### config.mk
export PLATFORM = sky130hd
export DESIGN_NAME = pipe_if_stage
export DESIGN_NICKNAME = d
export VERILOG_FILES = /design/src/rtl/pipe_if_stage.sv
export SDC_FILE = /design/constraint.sdc
export NUM_CORES = 1
export LEC_CHECK = 0
export ABC_CLOCK_PERIOD_IN_PS = 1700
export CAP_MARGIN = 25
export CORE_ASPECT_RATIO = 1.2
export CORE_MARGIN = 5
export CORE_UTILIZATION = 40
export CTS_CLUSTER_SIZE = 10
export DETAILED_ROUTE_END_ITERATION = 16
export PLACE_DENSITY = 0.77
export SLEW_MARGIN = 20
export SYNTH_ARGS = -nofsm -noshare
export SYNTH_HDL_FRONTEND = slang
export SYNTH_SLANG_ARGS = --single-unit
### constraint.sdc
create_clock -name clk -period 1.7 [get_ports clk]
set_input_delay 0.51 -clock clk [delete_from_list [all_inputs] [get_ports clk]]
set_output_delay 0.51 -clock clk [all_outputs]
set_load 0.02 [all_outputs]
### src/rtl/pipe_if_stage.sv
// Instruction-fetch stage and IF/ID register of the 5-stage MIPS pipeline, delayed-branch aware.
// Optional macro IF_SQUASH_EN: annul the delay-slot word whenever a redirect is taken.
module pipe_if_stage #(
  parameter logic [31:0] RESET_PC = 32'h0000_0000,
  parameter logic [31:0] NOP_INST = 32'h0000_0000
) (
  input  logic        clk,
  input  logic        clrn,
  input  logic [1:0]  pcsource,
  input  logic [31:0] bpc,
  input  logic [31:0] rpc,
  input  logic [31:0] jpc,
  input  logic        nostall,
  output logic        imem_req,
  output logic [31:0] imem_addr,
  input  logic [31:0] imem_rdata,
  input  logic        imem_ready,
  output logic [31:0] pc,
  output logic [31:0] dpc4,
  output logic [31:0] inst,
  output logic        dvalid
);

  localparam int unsigned XW = 32;

  logic          redir_valid, redir_valid_n;
  logic [XW-1:0] redir_pc, redir_pc_n;
  logic [XW-1:0] pc_n, dpc4_n, inst_n;
  logic          dvalid_n, imem_req_n;
  logic [XW-1:0] pc4, sel_target, npc;
  logic          advance, redirect_req;

  assign imem_addr    = pc;
  assign pc4          = pc + XW'(4);
  assign advance      = nostall & imem_req & imem_ready;
  assign redirect_req = (pcsource != 2'b00);

  // Decode-side target select; a latched redirect always takes priority.
  always_comb begin
    sel_target = pc4;
    case (pcsource)
      2'b00:   sel_target = pc4;
      2'b01:   sel_target = bpc;
      2'b10:   sel_target = rpc;
      default: sel_target = jpc;
    endcase
    npc = redir_valid ? redir_pc : sel_target;
  end

  // Next-state logic for PC, IF/ID and the pending-redirect register.
  always_comb begin
    pc_n          = pc;
    dpc4_n        = dpc4;
    inst_n        = inst;
    dvalid_n      = dvalid;
    redir_valid_n = redir_valid;
    redir_pc_n    = redir_pc;
    imem_req_n    = 1'b1;
    if (nostall) begin
      if (advance) begin
        pc_n          = npc;
        dpc4_n        = pc4;
        inst_n        = imem_rdata;
        dvalid_n      = 1'b1;
        redir_valid_n = 1'b0;
`ifdef IF_SQUASH_EN
        if (redirect_req || redir_valid) begin
          inst_n   = NOP_INST;
          dvalid_n = 1'b0;
        end
`endif
      end else begin
        inst_n   = NOP_INST;
        dvalid_n = 1'b0;
        // Remember the branch target while the delay slot is still being fetched.
        if (redirect_req && !redir_valid) begin
          redir_pc_n    = sel_target;
          redir_valid_n = 1'b1;
        end
      end
    end
  end

  always_ff @(posedge clk or negedge clrn) begin
    if (!clrn) begin
      pc          <= RESET_PC;
      dpc4        <= '0;
      inst        <= NOP_INST;
      dvalid      <= 1'b0;
      redir_valid <= 1'b0;
      redir_pc    <= '0;
      imem_req    <= 1'b0;
    end else begin
      pc          <= pc_n;
      dpc4        <= dpc4_n;
      inst        <= inst_n;
      dvalid      <= dvalid_n;
      redir_valid <= redir_valid_n;
      redir_pc    <= redir_pc_n;
      imem_req    <= imem_req_n;
    end
  end

endmodule

After elaboration in Yosys (flattened, before gate mapping)
Index checks and enable logic that the tools add are counted.
{"block": "word_totals", "ff_bits": 131, "in_bits": 134, "output_inout_bits": 130, "word_cells": 27}
{"block": "op_classes", "n_addsub": 1, "n_eq_ne": 2, "muxes": 6, "bitwise": 3, "reduce_logical": 8}
{"op": "32-bit one-hot mux with 3 select lines", "n": 1}
{"op": "32-bit two-way mux", "n": 2}
{"op": "32-bit by 3-bit adder with 32-bit output, second input constant", "n": 1}
{"op": "2-bit AND reduction", "n": 2}
{"op": "2-bit nonzero test", "n": 2}
{"op": "1-bit two-way mux", "n": 3}
{"op": "3-bit AND reduction", "n": 1}
{"op": "1-bit bitwise AND", "n": 2}
{"op": "2-bit by 1-bit == test with 1-bit output, second input constant", "n": 1}
{"op": "2-bit == test, second input constant", "n": 1}
{"op": "2-bit logical NOT", "n": 1}
{"op": "1-bit logical AND", "n": 1}
{"op": "1-bit logical NOT", "n": 1}
{"op": "1-bit NOT", "n": 1}

Longest topological paths before layout
Gate-level depths: netlist (run 1).
{"block": "depth", "ltp_word": 4, "mapped_depth": 8}

Least setup slack after synthesis (run 1)
OpenSTA, ideal clock, no wires.
{"block": "synth_timing", "path_kind": "register to register", "startpoint": "register pc[2] (netlist: imem_addr[2])", "endpoint": "register redir_pc[10]", "t_arrival_ns": 1.906, "t_required_ns": 1.575, "slack_ns": -0.331, "path_stages_with_launch": 7, "n_path_buf": 0, "path_cell_list": "dfrtp_1 > ha_1 > and3_1 > nand2_1 > xnor2_1 > mux4_2 > mux2_2"}
{"block": "synth_between", "elab_chain_len": 2}
{"element": "start: declaration", "line_no": "18", "rtl": "output logic [31:0] pc,"}
{"element": "start signal: assignment", "line_no": "94", "rtl": "pc <= pc_n;"}
{"element": "32-bit by 3-bit adder with 32-bit output", "line_no": "34", "rtl": "assign pc4 = pc + XW'(4);"}
{"element": "32-bit one-hot mux with 3 select lines", "line_no": "41", "rtl": "case (pcsource)"}
{"element": "end signal: assignment", "line_no": "99", "rtl": "redir_pc <= redir_pc_n;"}
{"element": "end: declaration", "line_no": "27", "rtl": "logic [XW-1:0] redir_pc, redir_pc_n;"}
No other way between the ends.
A chain may end at the register's enable or synchronous reset.

Worst setup path after layout (run 1)
{"block": "layout_timing", "startpoint": "register pc[2] (netlist: imem_addr[2])", "endpoint": "register redir_pc[7]"}
The elaborated chain is that of the path after synthesis.

==> flow_summary.yaml, run 1 <==
status:
  status: "finished, violations left"
  violations: "setup timing"
cells_and_area:
  instances_no_fill: 1313
  final_nets: 1221
  syn_to_final_growth_pct: 71.58
  diodes: 0
  fillers: 1257
  drive_above_1_share_pct: 35.37
  seq_area_um2: 3311
  layout_commonest_cell: "nand2_1"
  multiInputGateArea_um2: 3491
  final_cell_mix: "136 x nand2_1, 130 x clkdlybuf4s50_1, 119 x buf_4"
worst_setup_path:
  r2r_start: "imem_addr[2]"
  rrSetupSlack_ns: -0.29
  crit_path_start_kind: "register"
  path_max_fanout: 4
  cp.required_ns: 2.00
  cpMaxStageDelayCell: "mux4_2"
  cp-end-kind: "register"
  worst_ep_arrival_time_ns: 2.29
  regToRegEndpoint: "redir_pc[7]"
  path_cells: "and4_1 > buf_6 > buf_4 > nand2_2 > xnor2_2 > mux4_2 > mux2_4"
  crit_type: "register to register"
  critical_path.max_stage_delay_ns: 0.49
  r2r_cells: 7
placed_design:
  place_hpwl_mm: 17.96
  io_buffers: 263
  gp_congestion: 0.8899
  dp.cells: 1249
global_routing:
  grt_max_degree: 38
  grt.total_usage_pct: 25.27
  grt_pass1_wl_mm: 38.90
  first_global_vias: 7073
  gr-total-overflow: 0
  grt_antenna_before_repair: 0
power_and_ir_drop:
  irDropWorstVdd_uv: 646.8
  leakage_nw: 5.602
  p_total_w: 0.01397
  power.density_nw_per_um2: 1196
sta:
  fin_crit_sh_pct: 117.1
  fin_skew_ns: 0.006065
  rsz0062_at_grt: "yes"
  timing_hold_violations_final: 0
  slew_headroom_pct: 49.21
  tightestPinTransition_ns: 0.7590
  layout_setup_ws_ns: -0.2899
  tns_ns: -9.503
  min_period_ns: 1.990
  slew_viol_final: 0
  clock.fmax_mhz: 502.5
  setup_viol: 74
drt:
  drt-initial-drc-count: 515
  drt_pass1_iterations: 5
  viasPerCell: 5.283
  routedWlPerCell_um: 19.81
  drtAntennaViolNets: 0
  vias: 6937
  drc: 0
  drt-total-wl_mm: 26.01
synthesis:
  synth_compound_area_share_pct: 14.21
  synth_fa_ha_area_share_pct: 0.1838
  synth-edff-count: 0
  synth_seq_area_share_pct: 48.16
  syn_inst: 726
  syn_area_um2: 6807
  syn-num-nets: 861
  synth-simple-area-share_pct: 16.40
  synth_top_area_cell: "dfrtp_1"
  synthMuxAreaShare_pct: 8.824
  synthDistinctLibCells: 51
  synth_top_family_by_area: "simple AND/OR/NAND/NOR gates"
  synth_area_leaders: "dfrtp_1 48%, nand2_1 8.1%, o21ai_0 7.8%"
  synth_flop_cell: "dfrtp_1"
  synth-xor-area-share_pct: 3.603
  synthDominantCellAreaShare_pct: 48.16
  yosys_warnings: 0
  synthArstFlopShare_pct: 100.0
  synth_area_per_cell_um2: 9.375
  synth-seq-cells: 131
clock_network:
  clock_sinks: 131
  numCtsBuffers: 17
  clk_pin_slew_worst_paths_ns: 0.05
  htree_levels: 4
  cts_buffer_depth: 2
  clock-root-buffer: "clkbuf_16"
  clkLatencyLatePin_ns: 0.42
  cts_tree: "built"
die:
  die-area_um2: 19740
  io_pins: 264
  core_area_um2: 16790
  die_w_um: 129.1
  initial_core_util_pct: 40.55
  core.rowCount: 52
  die_y_um: 152.9
run:
  maxCapViolCount: 0
min_path:
  hold_class: "input pin to async pin"
## kinds of logic after synthesis
group | Yosys count
AOI/OAI and AO/OA | 167
xor gates and xnor gates | 28
adders and majority gates | 1
buffers and inverters | 117
DFF | 131
muxes | 45
other | 1
and+or+nand+nor | 236
## how the worst max path moves through the flow
stage | endpoint | slack (ns) | from
CTS | imem_addr[21] | -0.23 | imem_addr[2]
global placement | imem_addr[18] | -0.36 | imem_ready
detailed placement | imem_addr[13] | -0.41 | imem_ready
global route | imem_addr[18] | -0.37 | imem_addr[6]
floorplan | redir_pc[10] | -0.14 | imem_addr[2]
finish | redir_pc[7] | -0.29 | imem_addr[2]
## sequential cells by signal, summed over array words and instances (netlist names)
name	flops
imem_addr	32
inst	32
redir_pc	32
redir_valid	1
dvalid	1
dpc4	32
imem_req	1
## critical path, delay by kind of cell (launching register included)
kind | cells | cell delay [ns]
multiplexers | 2 | 0.77
flip-flops | 1 | 0.42
AND/OR/NAND/NOR | 2 | 0.28
buffers and inverters | 2 | 0.24
XOR/XNOR | 1 | 0.16
## cell type report
| class | instances | area share [%] |
|---|---|---|
| Inverter | 38 | 1.243 |
| Tap cell | 216 | 2.314 |
| Timing Repair Buffer | 420 | 33.27 |
| Multi-Input combinational cell | 478 | 29.89 |
| Sequential cell | 131 | 28.35 |
| Clock inverter | 6 | 0.8999 |
| Clock buffer | 24 | 4.039 |
## power breakdown
part	switching [W]	internal, W
Sequential	0.000576	0.00394
Combinational	0.00306	0.00273
Clock	0.00131	0.00236
Total	0.00494	0.00903
## per-stage QoR
stage	utilization, %	area [um^2]	setup slack (ns)	hold slack [ns]
after floorplan	-	6917	-0.1407	0.2144
after global placement	62.44	10480	-0.3606	0.4507
after detailed placement	62.44	10480	-0.4078	0.4596
after CTS	67.40	11310	-0.2290	0.009433
after global routing	69.57	11680	-0.3657	0.02183
final	69.57	11680	-0.2899	0.01132
## routing by layer
layer / vias up / track usage [%] / wire length (um)
met3: 62 / 4.607 / 1536
li1: 3178 / - / -
met1: 3395 / 29.90 / 9646
met2: 302 / 44.61 / 13980
met4: 0 / 10.41 / 845
met5: - / 0 / 0
## timing repair
item | in CTS | in global routing
resized for setup | 407 | 80
pin swaps | 43 | 36
buffers inserted | 20 | 20
endpoints found under the setup margin | 187 | 91
hold buffers | 0 | 0
## Yosys cell counts, drive strengths merged (5+ instances only)
| cell type | n |
|---|---|
| a211oi | 5 |
| a21oi | 16 |
| a22oi | 7 |
| and3 | 19 |
| buf | 45 |
| clkbuf | 34 |
| dfrtp | 131 |
| inv | 38 |
| mux2 | 20 |
| mux2i | 15 |
| mux4 | 10 |
| nand2 | 147 |
| nand3 | 31 |
| nand4 | 10 |
| nor2 | 11 |
| o21a | 6 |
| o21ai | 109 |
| xnor2 | 10 |
| xor2 | 18 |
(Power assumes the default switching activity.)
==> run 2, diff against run 1 <==
--- a/config.mk
+++ b/config.mk
@@ -12,7 +12,9 @@
 export CORE_UTILIZATION = 40
 export CTS_CLUSTER_SIZE = 10
 export DETAILED_ROUTE_END_ITERATION = 16
+export HOLD_SLACK_MARGIN = 0.12
 export PLACE_DENSITY = 0.77
+export SKIP_LAST_GASP = 1
 export SLEW_MARGIN = 20
 export SYNTH_ARGS = -nofsm -noshare
 export SYNTH_HDL_FRONTEND = slang
==> run 2 against run 1 <==
  * The run still ends with setup timing left
  * Sequential cell count did not move
  * Via count fell by 0.37%
  * First-iteration DRC count rose by 4.9%
  * Clock power barely moved
  * Non-clock buffer count rose by 1
  * Global-route usage rose by 0.066 points
  * Highest routed layer unchanged
  * Die area did not move
  * Clock skew fell by 0.00066 ns
  * Clock-buffer cell count did not move
==> flow_summary.yaml, run 2 (synthesis gave the netlist of run 1 again) <==
global_routing:
  gr-total-overflow: 0
  grt.total_usage_pct: 25.34
  first_global_vias: 7086
  grt_max_degree: 38
  grt_antenna_before_repair: 0
  grt_pass1_wl_mm: 39.03
sta:
  clock.fmax_mhz: 502.2
  slew_headroom_pct: 44.47
  rsz0062_at_grt: "yes"
  slew_viol_final: 0
  min_period_ns: 1.991
  layout_setup_ws_ns: -0.2912
  setup_viol: 71
  fin_crit_sh_pct: 117.1
  timing_hold_violations_final: 0
  tightestPinTransition_ns: 0.8298
  hold_slack_ns: 0.4697
  fin_skew_ns: 0.005408
worst_setup_path:
  path_max_fanout: 4
  cpMaxStageDelayCell: "mux4_2"
  cp.required_ns: 1.99
  crit_type: "register to register"
  path_cells: "and4_1 > buf_6 > buf_4 > nand2_4 > xnor2_2 > mux4_2 > mux2_4"
  cp-end-kind: "register"
  critical_path.max_stage_delay_ns: 0.51
  worst_ep_arrival_time_ns: 2.29
  crit_path_start_kind: "register"
drt:
  vias: 6911
  routedWlPerCell_um: 19.76
  drt-total-wl_mm: 25.96
  drt_pass1_iterations: 5
  viasPerCell: 5.260
  drt-initial-drc-count: 540
  drtAntennaViolNets: 0
  drc: 0
die:
  die_w_um: 129.1
  io_pins: 264
  initial_core_util_pct: 40.55
  die_y_um: 152.9
  core.rowCount: 52
  core_area_um2: 16790
  die-area_um2: 19740
clock_network:
  clkLatencyLatePin_ns: 0.41
  cts_buffer_depth: 2
  htree_levels: 4
  clk_pin_slew_worst_paths_ns: 0.06
  cts_tree: "built"
  clock_sinks: 131
  clock-root-buffer: "clkbuf_16"
  numCtsBuffers: 17
power_and_ir_drop:
  irDropWorstVdd_uv: 639.2
  p_total_w: 0.01391
  leakage_nw: 5.585
  power.density_nw_per_um2: 1198
status:
  violations: "setup timing"
  status: "finished, violations left"
cells_and_area:
  final_nets: 1222
  syn_to_final_growth_pct: 70.64
  diodes: 0
  drive_above_1_share_pct: 34.88
  fillers: 1251
  final_cell_mix: "138 x nand2_1, 130 x clkdlybuf4s50_1, 119 x buf_4"
  layout_commonest_cell: "nand2_1"
min_path:
  hold_class: "register to register"
placed_design:
  gp_congestion: 0.8899
  io_buffers: 263
  place_hpwl_mm: 17.96
run:
  maxCapViolCount: 0
==> run 2: path summary, 6_finish.rpt <==
path / from / to / slack (ns) / cells past startpoint
max: imem_addr[2] / redir_pc[7] / -0.29 / 7
max reg2reg: imem_addr[2] / redir_pc[7] / -0.29 / 7
min: dpc4[11] / dpc4[11] / 0.47 / 2
max in group asynchronous: clrn / imem_addr[15] / 0.57 / 3
min in group asynchronous: clrn / imem_addr[1] / 0.58 / 2
min reg2reg: dpc4[11] / dpc4[11] / 0.47 / 2
==> run 2: stage by stage <==
| step | setup TNS (ns) | cells | instance area (um^2) | setup slack [ns] | util (%) |
|---|---|---|---|---|---|
| finish | -9.200 | 1314 | 11610 | -0.2912 | 69.19 |
| global route | -13.55 | 1314 | 11610 | -0.3547 | 69.19 |
| CTS | -7.200 | 1300 | 11260 | -0.2290 | 67.10 |
| detailed placement | -31.49 | 1249 | 10480 | -0.4078 | 62.44 |
| global placement | -30.35 | 1249 | 10480 | -0.3606 | 62.44 |
| floorplan | -0.8191 | 726 | 6917 | -0.1407 | - |
==> run 2: what timing repair did <==
action,CTS,global route
endpoints found under the hold margin,31,0
pin swaps,42,39
hold buffers,1,0
setup endpoints to repair,187,94
buffers inserted,20,20
resized for setup,380,91
==> run 2: routing by layer <==
layer	track usage [%]	wire length [um]	share of wire, %	up-vias
li1	-	-	-	3176
met1	30.26	9644	37	3366
met2	44.42	13870	53	302
met3	4.433	1521	5.9	67
met4	10.71	930	3.6	0
met5	0	0	0	-
==> run 2: layout make-up <==
class | count | area (um^2) | share of cell area [%]
Timing Repair Buffer | 421 | 3870 | 33.32
Sequential cell | 131 | 3311 | 28.50
Inverter | 38 | 145.1 | 1.250
Clock buffer | 24 | 471.7 | 4.061
Clock inverter | 6 | 105.1 | 0.9049
Multi-Input combinational cell | 478 | 3442 | 29.63
Tap cell | 216 | 270.3 | 2.327
==> run 2: report_power, final <==
part	internal (W)	switching [W]	leakage, nW
clock network	0.00236	0.00129	0.284
registers	0.00394	0.000568	1.64
logic	0.00270	0.00305	3.66
total	0.00900	0.00491	5.58
==> run 2: critical path, delay by kind of cell, from the launching register on <==
kind | cells | cell delay, ns
buffers and inverters | 2 | 0.26
multiplexers | 2 | 0.80
AND/OR/NAND/NOR | 2 | 0.26
flip-flops | 1 | 0.42
XOR/XNOR | 1 | 0.14
==> run 3, diff against run 2 <==
--- a/config.mk
+++ b/config.mk
@@ -8,7 +8,7 @@
 export ABC_CLOCK_PERIOD_IN_PS = 1700
 export CAP_MARGIN = 25
 export CORE_ASPECT_RATIO = 1.2
-export CORE_MARGIN = 5
+export CORE_MARGIN = 1.5
 export CORE_UTILIZATION = 40
 export CTS_CLUSTER_SIZE = 10
 export DETAILED_ROUTE_END_ITERATION = 16
==> run 3 against run 2 <==
  * The run still ends with setup timing left
  * Maximum frequency grew 0.56%
  * Final cell count shrank 1.1%
  * Non-clock buffer count shrank 18
  * Global-route usage grew 1.3 points
  * Register-to-register slack is essentially flat
  * Hold slack gained 0.00051 ns
  * Routed wire length shrank 6.0%
  * Clock-buffer cell count shrank 5
  * Worst setup slack gained 0.011 ns
  * Clock power grew 6.3%
  * First-iteration DRC count shrank 32%
  * Die area shrank 9.8%
==> flow_summary.yaml, run 3 (synthesis gave the netlist of run 1 again) <==
status:
  status: "finished, violations left"
  violations: "setup timing"
drt:
  drt-total-wl_mm: 24.42
  drt-initial-drc-count: 366
  routedWlPerCell_um: 18.80
  drc: 0
  drtAntennaViolNets: 0
  drt_pass1_iterations: 5
  vias: 6852
  viasPerCell: 5.275
worst_setup_path:
  r2r_cells: 8
  cp-end-kind: "register"
  path_cells: "nand4_4 > buf_12 > nor3_4 > buf_12 > nand3_2 > xor2_1 > a221o_1 > o21ai_1"
  path_max_fanout: 5
  regToRegEndpoint: "imem_addr[24]"
  r2r_start: "imem_addr[6]"
  cpMostUsedCell: "buf_12"
  critPathTopFamily: "compound AO/OA/AOI/OAI gates"
  crit_path_start_kind: "register"
  rrSetupSlack_ns: -0.28
  crit_type: "register to register"
  worst_ep_arrival_time_ns: 2.32
  critical_path.max_stage_delay_ns: 0.41
  cp_num_buf_inv: 2
  cp.required_ns: 2.04
  cpMaxStageDelayCell: "dfrtp_2"
sta:
  layout_setup_ws_ns: -0.2802
  hold_slack_ns: 0.4702
  min_period_ns: 1.980
  fin_crit_sh_pct: 116.5
  timing_hold_violations_final: 0
  slew_headroom_pct: 58.11
  tightestPinTransition_ns: 0.6277
  rsz0062_at_grt: "yes"
  fin_skew_ns: 0.01471
  tns_ns: -8.563
  setup_viol: 64
  slew_viol_final: 0
  clock.fmax_mhz: 505.0
placed_design:
  place_hpwl_mm: 17.07
  gp_congestion: 0.8673
  dpl-instance-area_um2: 10340
  io_buffers: 263
clock_network:
  clock-root-buffer: "clkbuf_16"
  numCtsBuffers: 17
  cts_tree: "built"
  htree_levels: 4
  clk_pin_slew_worst_paths_ns: 0.06
  clkLatencyLatePin_ns: 0.43
  clock_sinks: 131
  cts_buffer_depth: 2
power_and_ir_drop:
  leakage_nw: 5.484
  power.density_nw_per_um2: 1202
  irDropWorstVdd_uv: 663.7
min_path:
  hold_class: "register to register"
  hold_path_end: "dpc4[25]"
  worstHoldPathCells: 2
  hold_start: "dpc4[25]"
die:
  core.rowCount: 52
  io_pins: 264
  initial_core_util_pct: 40.55
  die_y_um: 145.9
  die-area_um2: 17810
  core_area_um2: 16790
  die_w_um: 122.1
global_routing:
  grt_antenna_before_repair: 1
  grt.total_usage_pct: 26.65
  grt_pass1_wl_mm: 36.39
  first_global_vias: 6905
  grt_max_degree: 43
  gr-total-overflow: 0
run:
  maxCapViolCount: 0
cells_and_area:
  final_nets: 1204
  syn_to_final_growth_pct: 68.57
  layout_commonest_cell: "nand2_1"
  drive_above_1_share_pct: 33.92
  fin_area_um2: 11470
  final_cell_mix: "140 x nand2_1, 130 x clkdlybuf4s50_1, 107 x dfrtp_1"
  fillers: 1287
run 3: cell types whose count changed in the layout (fill, tap and decap cells not counted), sizes merged:
| cell | before | now |
|---|---|---|
| bufinv | 3 | 4 |
| diode | 0 | 1 |
| buf | 206 | 186 |
| dlygate4sd2 | 68 | 67 |
| clkbuf | 29 | 22 |
| clkinv | 3 | 6 |
| clkinvlp | 0 | 3 |
| clkdlybuf4s15 | 10 | 15 |
run 3: final cells by class:
type	instances	area, um^2	share of cell area, %
multi-input combinational	478	3443	30.01
antenna	1	2.502	0.02181
inverter	38	145.1	1.265
timing repair buffer	403	3677	32.05
sequential	131	3308	28.83
clock inverter	13	183.9	1.603
clock buffer	19	442.9	3.860
tap	216	270.3	2.356
run 3: worst min-delay path: cells and delay by family, from the launching register on:
family           cells  cell delay, ns
AND/OR/NAND/NOR      1            0.06
AO/OA/AOI/OAI        1            0.05
flip-flops           1            0.33
run 3: power by group:
part           switching [W]  leakage [nW]  internal [W]
sequential          0.000585          1.65       0.00394
combinational        0.00292          3.54       0.00247
clock                0.00139         0.299       0.00249
total                0.00490          5.48       0.00889
run 3: worst max path at each step:
stage	slack (ns)	depth (start not counted)	from	endpoint
2_1_floorplan	-0.14	6	imem_addr[2]	redir_pc[10]
3_3_place_gp	-0.42	7	pcsource[0]	redir_pc[19]
3_5_place_dp	-0.44	7	pcsource[0]	imem_addr[26]
4_1_cts	-0.17	2	imem_addr[17]	pc[17]
5_1_grt	-0.35	9	imem_addr[7]	imem_addr[25]
6_report	-0.28	8	imem_addr[6]	imem_addr[24]
run 3: timing repair:
action / in CTS / in global routing
hold buffers: 1 / 0
setup buffers: 19 / 16
pin swaps: 37 / 44
setup endpoints to repair: 182 / 73
gates resized for setup: 360 / 72
hold endpoints to repair: 37 / 0
run 3: through the flow:
stage	worst slack, ns	utilization, %	power [W]	instances
6_report	-0.2802	68.35	0.01379	1299
3_3_place_gp	-0.4197	61.62	0.009676	1234
4_1_cts	-0.1738	66.11	0.01344	1286
5_1_grt	-0.3515	68.35	0.01439	1299
2_1_floorplan	-0.1407	-	0.007178	726
3_5_place_dp	-0.4393	61.62	0.009812	1234
run 3: layer usage:
metal  global-route usage [%]  wire (um)  share of wire [%]
met1                    33.25       9438                 39
met2                    45.48      12630                 52
met3                    4.428       1464                6.0
met4                    11.05        886                3.6
met5                        0          0                  0
